$ cat src/rtl/seq_detect_ctrl.sv
// ----------------------------------------------------------------------------
// seq_detect_ctrl
//
// Run-control block for a serial-bit pattern detector. A PAT_W-bit pattern is
// loaded in IDLE, detection is armed with start, and every accepted bit of the
// valid-qualified serial stream is shifted into a history register. A match
// sends the FSM to MATCH for one cycle (Moore pulse) and bumps a saturating
// match counter. Matching is overlapping or non-overlapping. A non-zero target
// stops the run in DONE once that many matches have been seen.
//
// Optional feature (macro SEQ_DETECT_CTRL_TIMEOUT_EN):
//   adds parameter TO_CYC and output timeout. A cycle counter runs in RUN and
//   forces DONE with timeout=1 when no hit arrives for TO_CYC cycles.
//
// Ports:
//   clk          in   rising-edge clock
//   rst          in   synchronous active-low reset
//   cfg_load     in   capture cfg_* (IDLE only)
//   cfg_pattern  in   [PAT_W] pattern, MSB = oldest bit
//   cfg_overlap  in   1 = overlapping matches
//   cfg_target   in   [CNT_W] matches before DONE, 0 = unlimited
//   start        in   arm detection (IDLE or DONE)
//   abort        in   return to IDLE from any state
//   x            in   serial data bit
//   x_valid      in   x qualifier
//   busy         out  RUN or MATCH
//   match        out  MATCH state
//   match_cnt    out  [CNT_W] matches since the last start
//   done         out  DONE state
//   timeout      out  (macro only) DONE was reached by timeout
// ----------------------------------------------------------------------------
module seq_detect_ctrl #(
    parameter int unsigned       PAT_W   = 3,
    parameter int unsigned       CNT_W   = 4,
    parameter logic [PAT_W-1:0]  RST_PAT = 3'b101
`ifdef SEQ_DETECT_CTRL_TIMEOUT_EN
    ,
    parameter int unsigned       TO_CYC  = 16
`endif
) (
    input  logic             clk,
    input  logic             rst,
    input  logic             cfg_load,
    input  logic [PAT_W-1:0] cfg_pattern,
    input  logic             cfg_overlap,
    input  logic [CNT_W-1:0] cfg_target,
    input  logic             start,
    input  logic             abort,
    input  logic             x,
    input  logic             x_valid,
    output logic             busy,
    output logic             match,
    output logic [CNT_W-1:0] match_cnt,
`ifdef SEQ_DETECT_CTRL_TIMEOUT_EN
    output logic             timeout,
`endif
    output logic             done
);

    localparam int unsigned FILL_W = $clog2(PAT_W + 1);

    typedef enum logic [1:0] {
        S_IDLE,
        S_RUN,
        S_MATCH,
        S_DONE
    } state_e;

    state_e             state_q,   state_d;
    logic [PAT_W-1:0]   pattern_q, pattern_d;
    logic               overlap_q, overlap_d;
    logic [CNT_W-1:0]   target_q,  target_d;
    logic [PAT_W-1:0]   hist_q,    hist_d;
    logic [FILL_W-1:0]  fill_q,    fill_d;
    logic [CNT_W-1:0]   cnt_q,     cnt_d;

`ifdef SEQ_DETECT_CTRL_TIMEOUT_EN
    localparam int unsigned TO_W = (TO_CYC > 2) ? $clog2(TO_CYC) : 1;
    logic [TO_W-1:0]    to_cnt_q,  to_cnt_d;
    logic               timeout_q, timeout_d;
`endif

    logic               active;
    logic               accept;
    logic               hit;
    logic               launch;
    logic               target_reached;
    logic [PAT_W-1:0]   hist_shift;
    logic [FILL_W-1:0]  fill_next;
    logic [CNT_W-1:0]   cnt_inc;

    // Datapath helpers. The hit looks at the history including the bit being
    // accepted this cycle, so the MATCH state follows the completing edge.
    assign active     = (state_q == S_RUN) || (state_q == S_MATCH);
    assign accept     = active && x_valid;
    assign hist_shift = {hist_q[PAT_W-2:0], x};
    assign fill_next  = (fill_q >= FILL_W'(PAT_W)) ? FILL_W'(PAT_W) : fill_q + FILL_W'(1);
    assign hit        = accept && (fill_q >= FILL_W'(PAT_W - 1)) && (hist_shift == pattern_q);
    assign cnt_inc    = (&cnt_q) ? cnt_q : cnt_q + CNT_W'(1);
    assign launch     = start && ((state_q == S_IDLE) || (state_q == S_DONE));
    assign target_reached = (target_q != '0) && (cnt_q == target_q);

    // NOTE: every signal written here gets a default first; a path that leaves
    // one unassigned would infer a latch.
    always_comb begin
        state_d   = state_q;
        pattern_d = pattern_q;
        overlap_d = overlap_q;
        target_d  = target_q;
        hist_d    = hist_q;
        fill_d    = fill_q;
        cnt_d     = cnt_q;
`ifdef SEQ_DETECT_CTRL_TIMEOUT_EN
        to_cnt_d  = to_cnt_q;
        timeout_d = timeout_q;
`endif

        if (abort) begin
            state_d = S_IDLE;
            hist_d  = '0;
            fill_d  = '0;
`ifdef SEQ_DETECT_CTRL_TIMEOUT_EN
            timeout_d = 1'b0;
`endif
        end else begin
            case (state_q)
                S_IDLE, S_DONE: begin
                    // Config is only writable while idle; a simultaneous start
                    // runs with the freshly latched values.
                    if (state_q == S_IDLE && cfg_load) begin
                        pattern_d = cfg_pattern;
                        overlap_d = cfg_overlap;
                        target_d  = cfg_target;
                    end
                    if (launch) begin
                        state_d = S_RUN;
                        hist_d  = '0;
                        fill_d  = '0;
                        cnt_d   = '0;
`ifdef SEQ_DETECT_CTRL_TIMEOUT_EN
                        to_cnt_d  = '0;
                        timeout_d = 1'b0;
`endif
                    end
                end

                S_RUN, S_MATCH: begin
                    if (accept) begin
                        hist_d = hist_shift;
                        fill_d = fill_next;
                    end
                    if (state_q == S_MATCH && target_reached) begin
                        state_d = S_DONE;
                    end else if (hit) begin
                        state_d = S_MATCH;
                        cnt_d   = cnt_inc;
                        // Non-overlap: the matched bits may not seed the next match.
                        if (!overlap_q) fill_d = '0;
`ifdef SEQ_DETECT_CTRL_TIMEOUT_EN
                        to_cnt_d = '0;
`endif
                    end else if (state_q == S_MATCH) begin
                        state_d = S_RUN;
`ifdef SEQ_DETECT_CTRL_TIMEOUT_EN
                    end else if (to_cnt_q == TO_W'(TO_CYC - 1)) begin
                        state_d   = S_DONE;
                        timeout_d = 1'b1;
                    end else begin
                        to_cnt_d = to_cnt_q + TO_W'(1);
`endif
                    end
                end

                default: state_d = S_IDLE;
            endcase
        end
    end

    // NOTE: state registers use non-blocking assignments so every flop samples
    // the pre-edge values regardless of statement order.
    always_ff @(posedge clk) begin
        if (!rst) begin
            state_q   <= S_IDLE;
            pattern_q <= RST_PAT;
            overlap_q <= 1'b0;
            target_q  <= '0;
            hist_q    <= '0;
            fill_q    <= '0;
            cnt_q     <= '0;
`ifdef SEQ_DETECT_CTRL_TIMEOUT_EN
            to_cnt_q  <= '0;
            timeout_q <= 1'b0;
`endif
        end else begin
            state_q   <= state_d;
            pattern_q <= pattern_d;
            overlap_q <= overlap_d;
            target_q  <= target_d;
            hist_q    <= hist_d;
            fill_q    <= fill_d;
            cnt_q     <= cnt_d;
`ifdef SEQ_DETECT_CTRL_TIMEOUT_EN
            to_cnt_q  <= to_cnt_d;
            timeout_q <= timeout_d;
`endif
        end
    end

    // Moore outputs: decoded from registered state only.
    assign busy      = (state_q == S_RUN) || (state_q == S_MATCH);
    assign match     = (state_q == S_MATCH);
    assign done      = (state_q == S_DONE);
    assign match_cnt = cnt_q;
`ifdef SEQ_DETECT_CTRL_TIMEOUT_EN
    assign timeout   = timeout_q;
`endif

endmodule

$ cat config.mk
export PLATFORM = sky130hd
export DESIGN_NAME = seq_detect_ctrl
export DESIGN_NICKNAME = d
export VERILOG_FILES = /design/src/rtl/seq_detect_ctrl.sv
export SDC_FILE = /design/constraint.sdc
export NUM_CORES = 1
export LEC_CHECK = 0
export CAP_MARGIN = 0
export CORE_MARGIN = 2
export CORE_UTILIZATION = 40
export CTS_CLUSTER_DIAMETER = 60
export CTS_CLUSTER_SIZE = 12
export DETAILED_ROUTE_END_ITERATION = 16
export GPL_TIMING_DRIVEN = 0
export PLACE_DENSITY = 0.76
export SLEW_MARGIN = 20
export SYNTH_ARGS = -nofsm -noshare
export SYNTH_HDL_FRONTEND = slang
export SYNTH_SLANG_ARGS = --single-unit
$ cat constraint.sdc
create_clock -name clk -period 2.05 [get_ports clk]
set_clock_uncertainty 0.15 [all_clocks]
set_input_delay 0.41 -clock clk [delete_from_list [all_inputs] [get_ports clk]]
set_output_delay 0.41 -clock clk [all_outputs]
set_load 0.005 [all_outputs]
==> results of run 1 <==
[Yosys cell counts]
cell,instances
nor3b_1,1
ha_1,4
o2111ai_1,1
o21ai_0,4
nor2b_1,1
o21ai_1,1
nand4_1,2
nor2_1,7
xnor2_1,3
or2_4,1
nor4_4,1
xor2_1,3
and3_1,2
a32oi_1,2
o21ai_2,1
inv_1,2
nand2_1,21
nand2b_1,2
mux2i_1,2
nand4b_1,1
o211ai_2,1
or3_1,1
clkbuf_1,4
a21oi_2,1
a21oi_1,2
o221ai_1,1
nand3_1,9
or3b_2,1
o22ai_1,1
a21boi_0,6
dfxtp_1,18
and2_1,1
o31ai_1,2
nand3b_1,3
[area by class of cell]
cell class	count	area [sq um]
Sequential cell	18	363
Inverter	2	7.51
Buffer	3	11.3
Multi-Input combinational cell	89	602
Fill cell	221	947
Clock buffer	4	36.3
Timing Repair Buffer	24	231
Tap cell	28	35.0
[worst max path at each step]
stage | startpoint | endpoint | slack, ps
6_report | state_q[1]$_SDFFE_PP0P_ | done | 90
5_1_grt | state_q[1]$_SDFFE_PP0P_ | match_cnt[1]$_SDFFE_PN0P_ | -20
4_1_cts | state_q[0]$_SDFFE_PP0P_ | match | 10
3_5_place_dp | x | match_cnt[1]$_SDFFE_PN0P_ | -250
3_3_place_gp | x | match_cnt[3]$_SDFFE_PN0P_ | -200
2_1_floorplan | state_q[1]$_SDFFE_PP0P_ | match_cnt[3]$_SDFFE_PN0P_ | 240
[per-layer routing]
metal | up-vias | GRT usage, % | share of wire (%)
met5 | - | 0 | 0
met4 | 0 | 5.13 | 1.1
met3 | 4 | 3.39 | 3.9
met2 | 17 | 30.8 | 51
met1 | 408 | 22.4 | 44
li1 | 453 | - | -
[sequential cells by signal, summed over array words and instances (netlist names)]
| name | cells |
|---|---|
| match_cnt | 4 |
| target_q | 4 |
| pattern_q | 3 |
| fill_q | 2 |
| hist_q | 2 |
| state_q | 2 |
| overlap_q | 1 |
[through the flow]
step / setup TNS, ps / total power (W) / cells / utilization (%) / instance area, sq um
6_report: 0 / 0.000684 / 168 / 57.6 / 1290
5_1_grt: -21.4 / 0.000723 / 168 / 57.6 / 1290
4_1_cts: 0 / 0.000687 / 169 / 57.1 / 1280
3_5_place_dp: -809 / 0.000464 / 162 / 53.8 / 1200
3_3_place_gp: -645 / 0.000461 / 162 / 53.8 / 1200
2_1_floorplan: 0 / 0.000421 / 113 / - / 956
[what timing repair did]
item / in CTS / in global routing
pin swaps: 1 / 0
hold buffers: 0 / 0
endpoints found under the setup margin: 2 / 7
gates resized for setup: 5 / 3
setup buffers: 3 / 0
[kinds of logic (layout without fill, tap and decap cells)]
kind of cell | Yosys count | count (layout) | synth area share, %
multiplexers | 2 | 2 | 2.09
flip-flops | 18 | 18 | 37.7
buffers and inverters | 6 | 33 | 2.36
adder cells (fa/ha/maj) | 4 | 4 | 5.24
XOR/XNOR | 6 | 6 | 5.50
AO/OA/AOI/OAI | 23 | 23 | 17.4
AND/OR/NAND/NOR | 54 | 54 | 29.7
[power by group]
| part | internal (W) | switching [W] |
|---|---|---|
| registers | 0.000360 | 0.00000684 |
| clock network | 0.000108 | 0.000114 |
| logic | 0.0000498 | 0.0000448 |
| total | 0.000518 | 0.000166 |
[worst max-delay path, stage by stage (launching register included)]
cell and delay [ps]:
dfxtp_2 380, buf_4 120, ha_1 120, clkdlybuf4s50_1 490
==> summary.md, run 1 <==
| Metric | Value |
|---|---|
| FF-to-FF Start | `state_q[1]$_SDFFE_PP0P_` |
| Largest cells by area after synthesis | `dfxtp_1 38%, nand2_1 8.2%, ha_1 5.2%` |
| Die area | `2800 sq um` |
| Initial Util | `42.8%` |
| Post-synthesis cell type count | `34` |
| Power Density | `531 nW/um^2` |
| Initial antenna violation count | `0` |
| Largest net degree at the start of global routing | `11` |
| Leakage | `0.455 nW` |
| GRT Total Usage | `17.8%` |
| CTS tree | `yes` |
| Most frequent cells in the layout | `21 x nand2_1, 20 x clkdlybuf4s50_1, 16 x dfxtp_1` |
| Post-DR wirelength/cell | `12.3 um` |
| Core ar. | `2230 sq um` |
| Syn nets | `132` |
| CTS H-tree depth | `1` |
| Clock Pin Slew Worst Setup and Hold Paths | `approximately 100 ps` |
| Achievable Freq | `511 MHz` |
| Hold Slack | `approximately 340 ps` |
| Share of cells above drive strength 1 | `13.6%` |
| Hold path start | `pattern_q[0]$_SDFFE_PN1P_` |
| DR iter-0 viols | `9` |
| Worst setup SP type | `register` |
| Hold path cells | `2` |
| GRT overflow | `0` |
| Mapped cell area | `between 900 and 1000 sq um` |
| Hold Vio Cnt, Final | `0` |
| Crit Path Category | `register to primary output` |
| Worst R2R Path Depth | `7` |
| Final nets | `160` |
| Hold Path Sink | `pattern_q[0]$_SDFFE_PN1P_` |
| Post-DP HPWL | `1580 um` |
| Worst Path Arrival | `about 1400 ps` |
| Via count | `about 880` |
| Final wirelength | `2060 um` |
| Outcome | `complete, no violations` |
| CTS root buffer | `clkbuf_4` |
| 1st-pass router iterations | `4` |
| Vias in the first global route | `around 850` |
| Die Y | `approximately 53 um` |
| Synth Warn # | `0` |
| Minimum clock period | `1960 ps` |
| Clock sink count | `18` |
| Remaining DRCs | `0` |
| Post-route ant nets | `0` |
| I/O pin cnt | `22` |
| # setup viols final | `0` |
| DIE WIDTH | `about 53 um` |
| R2r endpoint | `match_cnt[1]$_SDFFE_PN0P_` |
| DR vias/cell | `around 5.3` |
| Final Cycle Share | `95.5%` |
| RSZ-0062 raised after global routing | `true` |
| Most common cell after layout, fill and taps aside | `nand2_1` |
| Avg Inst Size Synth | `8.46 sq um` |
| Slew at the pin with the worst max-slew slack | `about 390 ps` |
| Seq/Total Area, Yosys | `37.7%` |
| Worst-Skew Late Latency | `300 ps` |
| Final Slew Violations | `0` |
| Pre-CTS setup slack | `-246 ps` |
| Synthesized flop and latch total | `18` |
| FF-to-FF setup slack | `140 ps` |
| Final WS setup | `91.5 ps` |
| Maximum clock path buffer count | `2` |
| Maximum vdd drop | `0.000370 V` |
| Area fraction of the dominant cell type after synthesis | `37.7%` |
| Hold Path Class | `register to register` |
| CP endpoint kind | `primary output` |
| Buffers added on ports | `21` |
| Cell taking the most area after synthesis | `dfxtp_1` |
| Max_cap viols | `0` |
| Syn Inst Count | `113` |
| Worst path required time | `1490 ps` |
| Num CTS Buffers | `3` |
| Area Growth Syn to Fin | `34.6%` |
| RD Place Congestion | `0.833` |
| First-pass GRT wire length | `3660 um` |
| N_diodes | `0` |
| FP Rows | `17` |
| Slew HR | `73.8%` |
| CP max FO | `4` |
(Power assumes the default switching activity.)
==> inputs of run 2 (changes only) <==
Settings changed: CORE_MARGIN 2 to default, CTS_CLUSTER_SIZE 12 to 30, RECOVER_POWER from default to 25.
==> run 2 against run 1 <==
Net effect:
- critical path depth unchanged
- combinational power is 3.8% lower
- total power shrank 1.1%
- final cell count shrank 0.60%
- utilization down 0.78 points
- highest routed layer unchanged
- register-to-register slack better by 90 ps
- setup slack lost 57 ps
- first-iteration DRC count up 140%
- sequential power hardly changed
==> summary.md, run 2 (synthesis gave the netlist of run 1 again) <==
| Metric | Value |
|---|---|
| Clock Pin Slew Worst Setup and Hold Paths | `110 ps` |
| Power Density | `533 nW/um^2` |
| Final Slew Violations | `0` |
| Leakage | `0.448 nW` |
| Sw Ratio | `a little under a quarter` |
| Maximum clock path buffer count | `2` |
| Worst path required time | `roughly 1500 ps` |
| CP endpoint kind | `primary output` |
| Final wirelength | `1860 um` |
| Num CTS Buffers | `3` |
| Area Growth Syn to Fin | `32.7%` |
| Gate power share | `13.5%` |
| Grt peak-use layer | `met2` |
| Max_cap viols | `0` |
| Sequential power share | `54.2%` |
| Die Y | `50.9 um` |
| RD Place Congestion | `0.790` |
| Initial Util | `42.8%` |
| Vias in the first global route | `~860` |
| Maximum vdd drop | `0.000382 V` |
| Buffers added on ports | `21` |
| Final WS setup | `34.3 ps` |
| Critical-path cell list | `inv_1 > ha_2 > clkdlybuf4s50_1` |
| DIE WIDTH | `50.9 um` |
| Reg area | `363 sq um` |
| Setup TNS | `0 ps` |
| Clock share of power | `32.3%` |
| Initial antenna violation count | `0` |
| Largest net degree at the start of global routing | `11` |
| RSZ-0062 raised after global routing | `true` |
| Post-DP HPWL | `around 1500 um` |
| Slew HR | `74.1%` |
| Clock sink count | `18` |
| Pre-CTS setup slack | `-195 ps` |
| CTS tree | `yes` |
| Worst setup SP type | `register` |
| Worst-Skew Late Latency | `290 ps` |
| 1st-pass router iterations | `5` |
| Via count | `867` |
| Hold Vio Cnt, Final | `0` |
| Crit Path Category | `register to primary output` |
| Most frequent cells in the layout | `21 x nand2_1, 20 x clkdlybuf4s50_1, 16 x dfxtp_1` |
| Outcome | `complete, no violations` |
| FP Rows | `17` |
| Die area | `2590 sq um` |
| DR iter-0 viols | `22` |
| GRT met1 Usage | `21.8%` |
| Worst Path Buf+Inv | `2` |
| Most common cell after layout, fill and taps aside | `nand2_1` |
| GRT Total Usage | `17.7%` |
| Worst Path Arrival | `1460 ps` |
| M3 GR Usage | `2.68%` |
| Final nets | `159` |
| Post-DR wirelength/cell | `11.1 um` |
| CP max FO | `3` |
| DR vias/cell | `5.19` |
| Final Cycle Share | `a little over nine tenths` |
| Minimum clock period | `2020 ps` |
| CTS H-tree depth | `1` |
| Slew at the pin with the worst max-slew slack | `389 ps` |
| Remaining DRCs | `0` |
| Internal power | `roughly 0.00052 W` |
| First-pass GRT wire length | `between 3000 and 4000 um` |
| Slowest CP cell | `clkdlybuf4s50_1` |
| Crit-path leading delay family | `buffers and inverters` |
| CP max stage delay | `roughly 500 ps` |
| Psw | `0.000160 W` |
| GRT overflow | `0` |
| Met2 Use GR | `29.3%` |
| Achievable Freq | `496 MHz` |
| I/O pin cnt | `22` |
| Share of cells above drive strength 1 | `between 10% and 20%` |
| Core ar. | `2230 sq um` |
| # setup viols final | `0` |
| CTS root buffer | `clkbuf_4` |
| Hold Path Class | `register to register` |
| Area of the multi-input gates | `592 sq um` |
| Hold Slack | `330 ps` |
| N_diodes | `0` |
| Fill count | `225` |
| Post-route ant nets | `0` |
## run 2: cell count changes in the layout (fill, tap and decap cells not counted), sizes merged
cell    delta
buf        -2
clkbuf     +1
## run 2: routing by layer
layer,routed length [um],part of all wire [%]
met1,874,47
met2,884,48
met3,66,3.5
met4,36,1.9
met5,0,0
## run 2: path summary, 6_finish.rpt
check	from	end	slack (ps)	cells after the start
max	state_q[0]$_SDFFE_PP0P_	match	30	3
min	target_q[3]$_SDFFE_PN0P_	target_q[3]$_SDFFE_PN0P_	330	2
max reg2reg	state_q[0]$_SDFFE_PP0P_	match_cnt[1]$_SDFFE_PN0P_	230	7
min reg2reg	target_q[3]$_SDFFE_PN0P_	target_q[3]$_SDFFE_PN0P_	330	2
## run 2: metrics by stage
step / power (W) / utilization [%] / std cells / instance area (sq um)
6_report: 0.000676 / 56.8 / 167 / 1270
5_1_grt: 0.000712 / 56.8 / 167 / 1270
4_1_cts: 0.000682 / 56.7 / 168 / 1270
3_5_place_dp: 0.000463 / 53.8 / 162 / 1200
3_3_place_gp: 0.000461 / 53.8 / 162 / 1200
2_1_floorplan: 0.000421 / - / 113 / 956
## run 2: repair_timing
action,in CTS,in global routing
pin swaps,1,0
resized for setup,4,2
hold buffers,0,0
endpoints found under the setup margin,1,5
buffers inserted,2,0
## run 2: power groups by stage
stage	Clock, W	Sequential, W	Combinational (W)
after floorplan	0	0.000373	0.0000478
after global placement	0	0.000374	0.0000875
after detailed placement	0	0.000375	0.0000885
after CTS	0.000224	0.000367	0.0000916
after global routing	0.000242	0.000368	0.000102
final	0.000219	0.000367	0.0000910
## run 2: layout make-up
type | instances | share of cell area [%]
inverter | 2 | 0.592
buffer | 3 | 0.888
sequential | 18 | 28.6
tap | 28 | 2.76
clock buffer | 4 | 2.86
multi-input combinational | 89 | 46.6
timing repair buffer | 23 | 17.7
## run 2: tightest hold or removal path, delay by kind of cell (launching register included)
family	cells	cell delay, ps
and+or+nand+nor	1	50
AOI/OAI and AO/OA	1	60
DFF	1	330
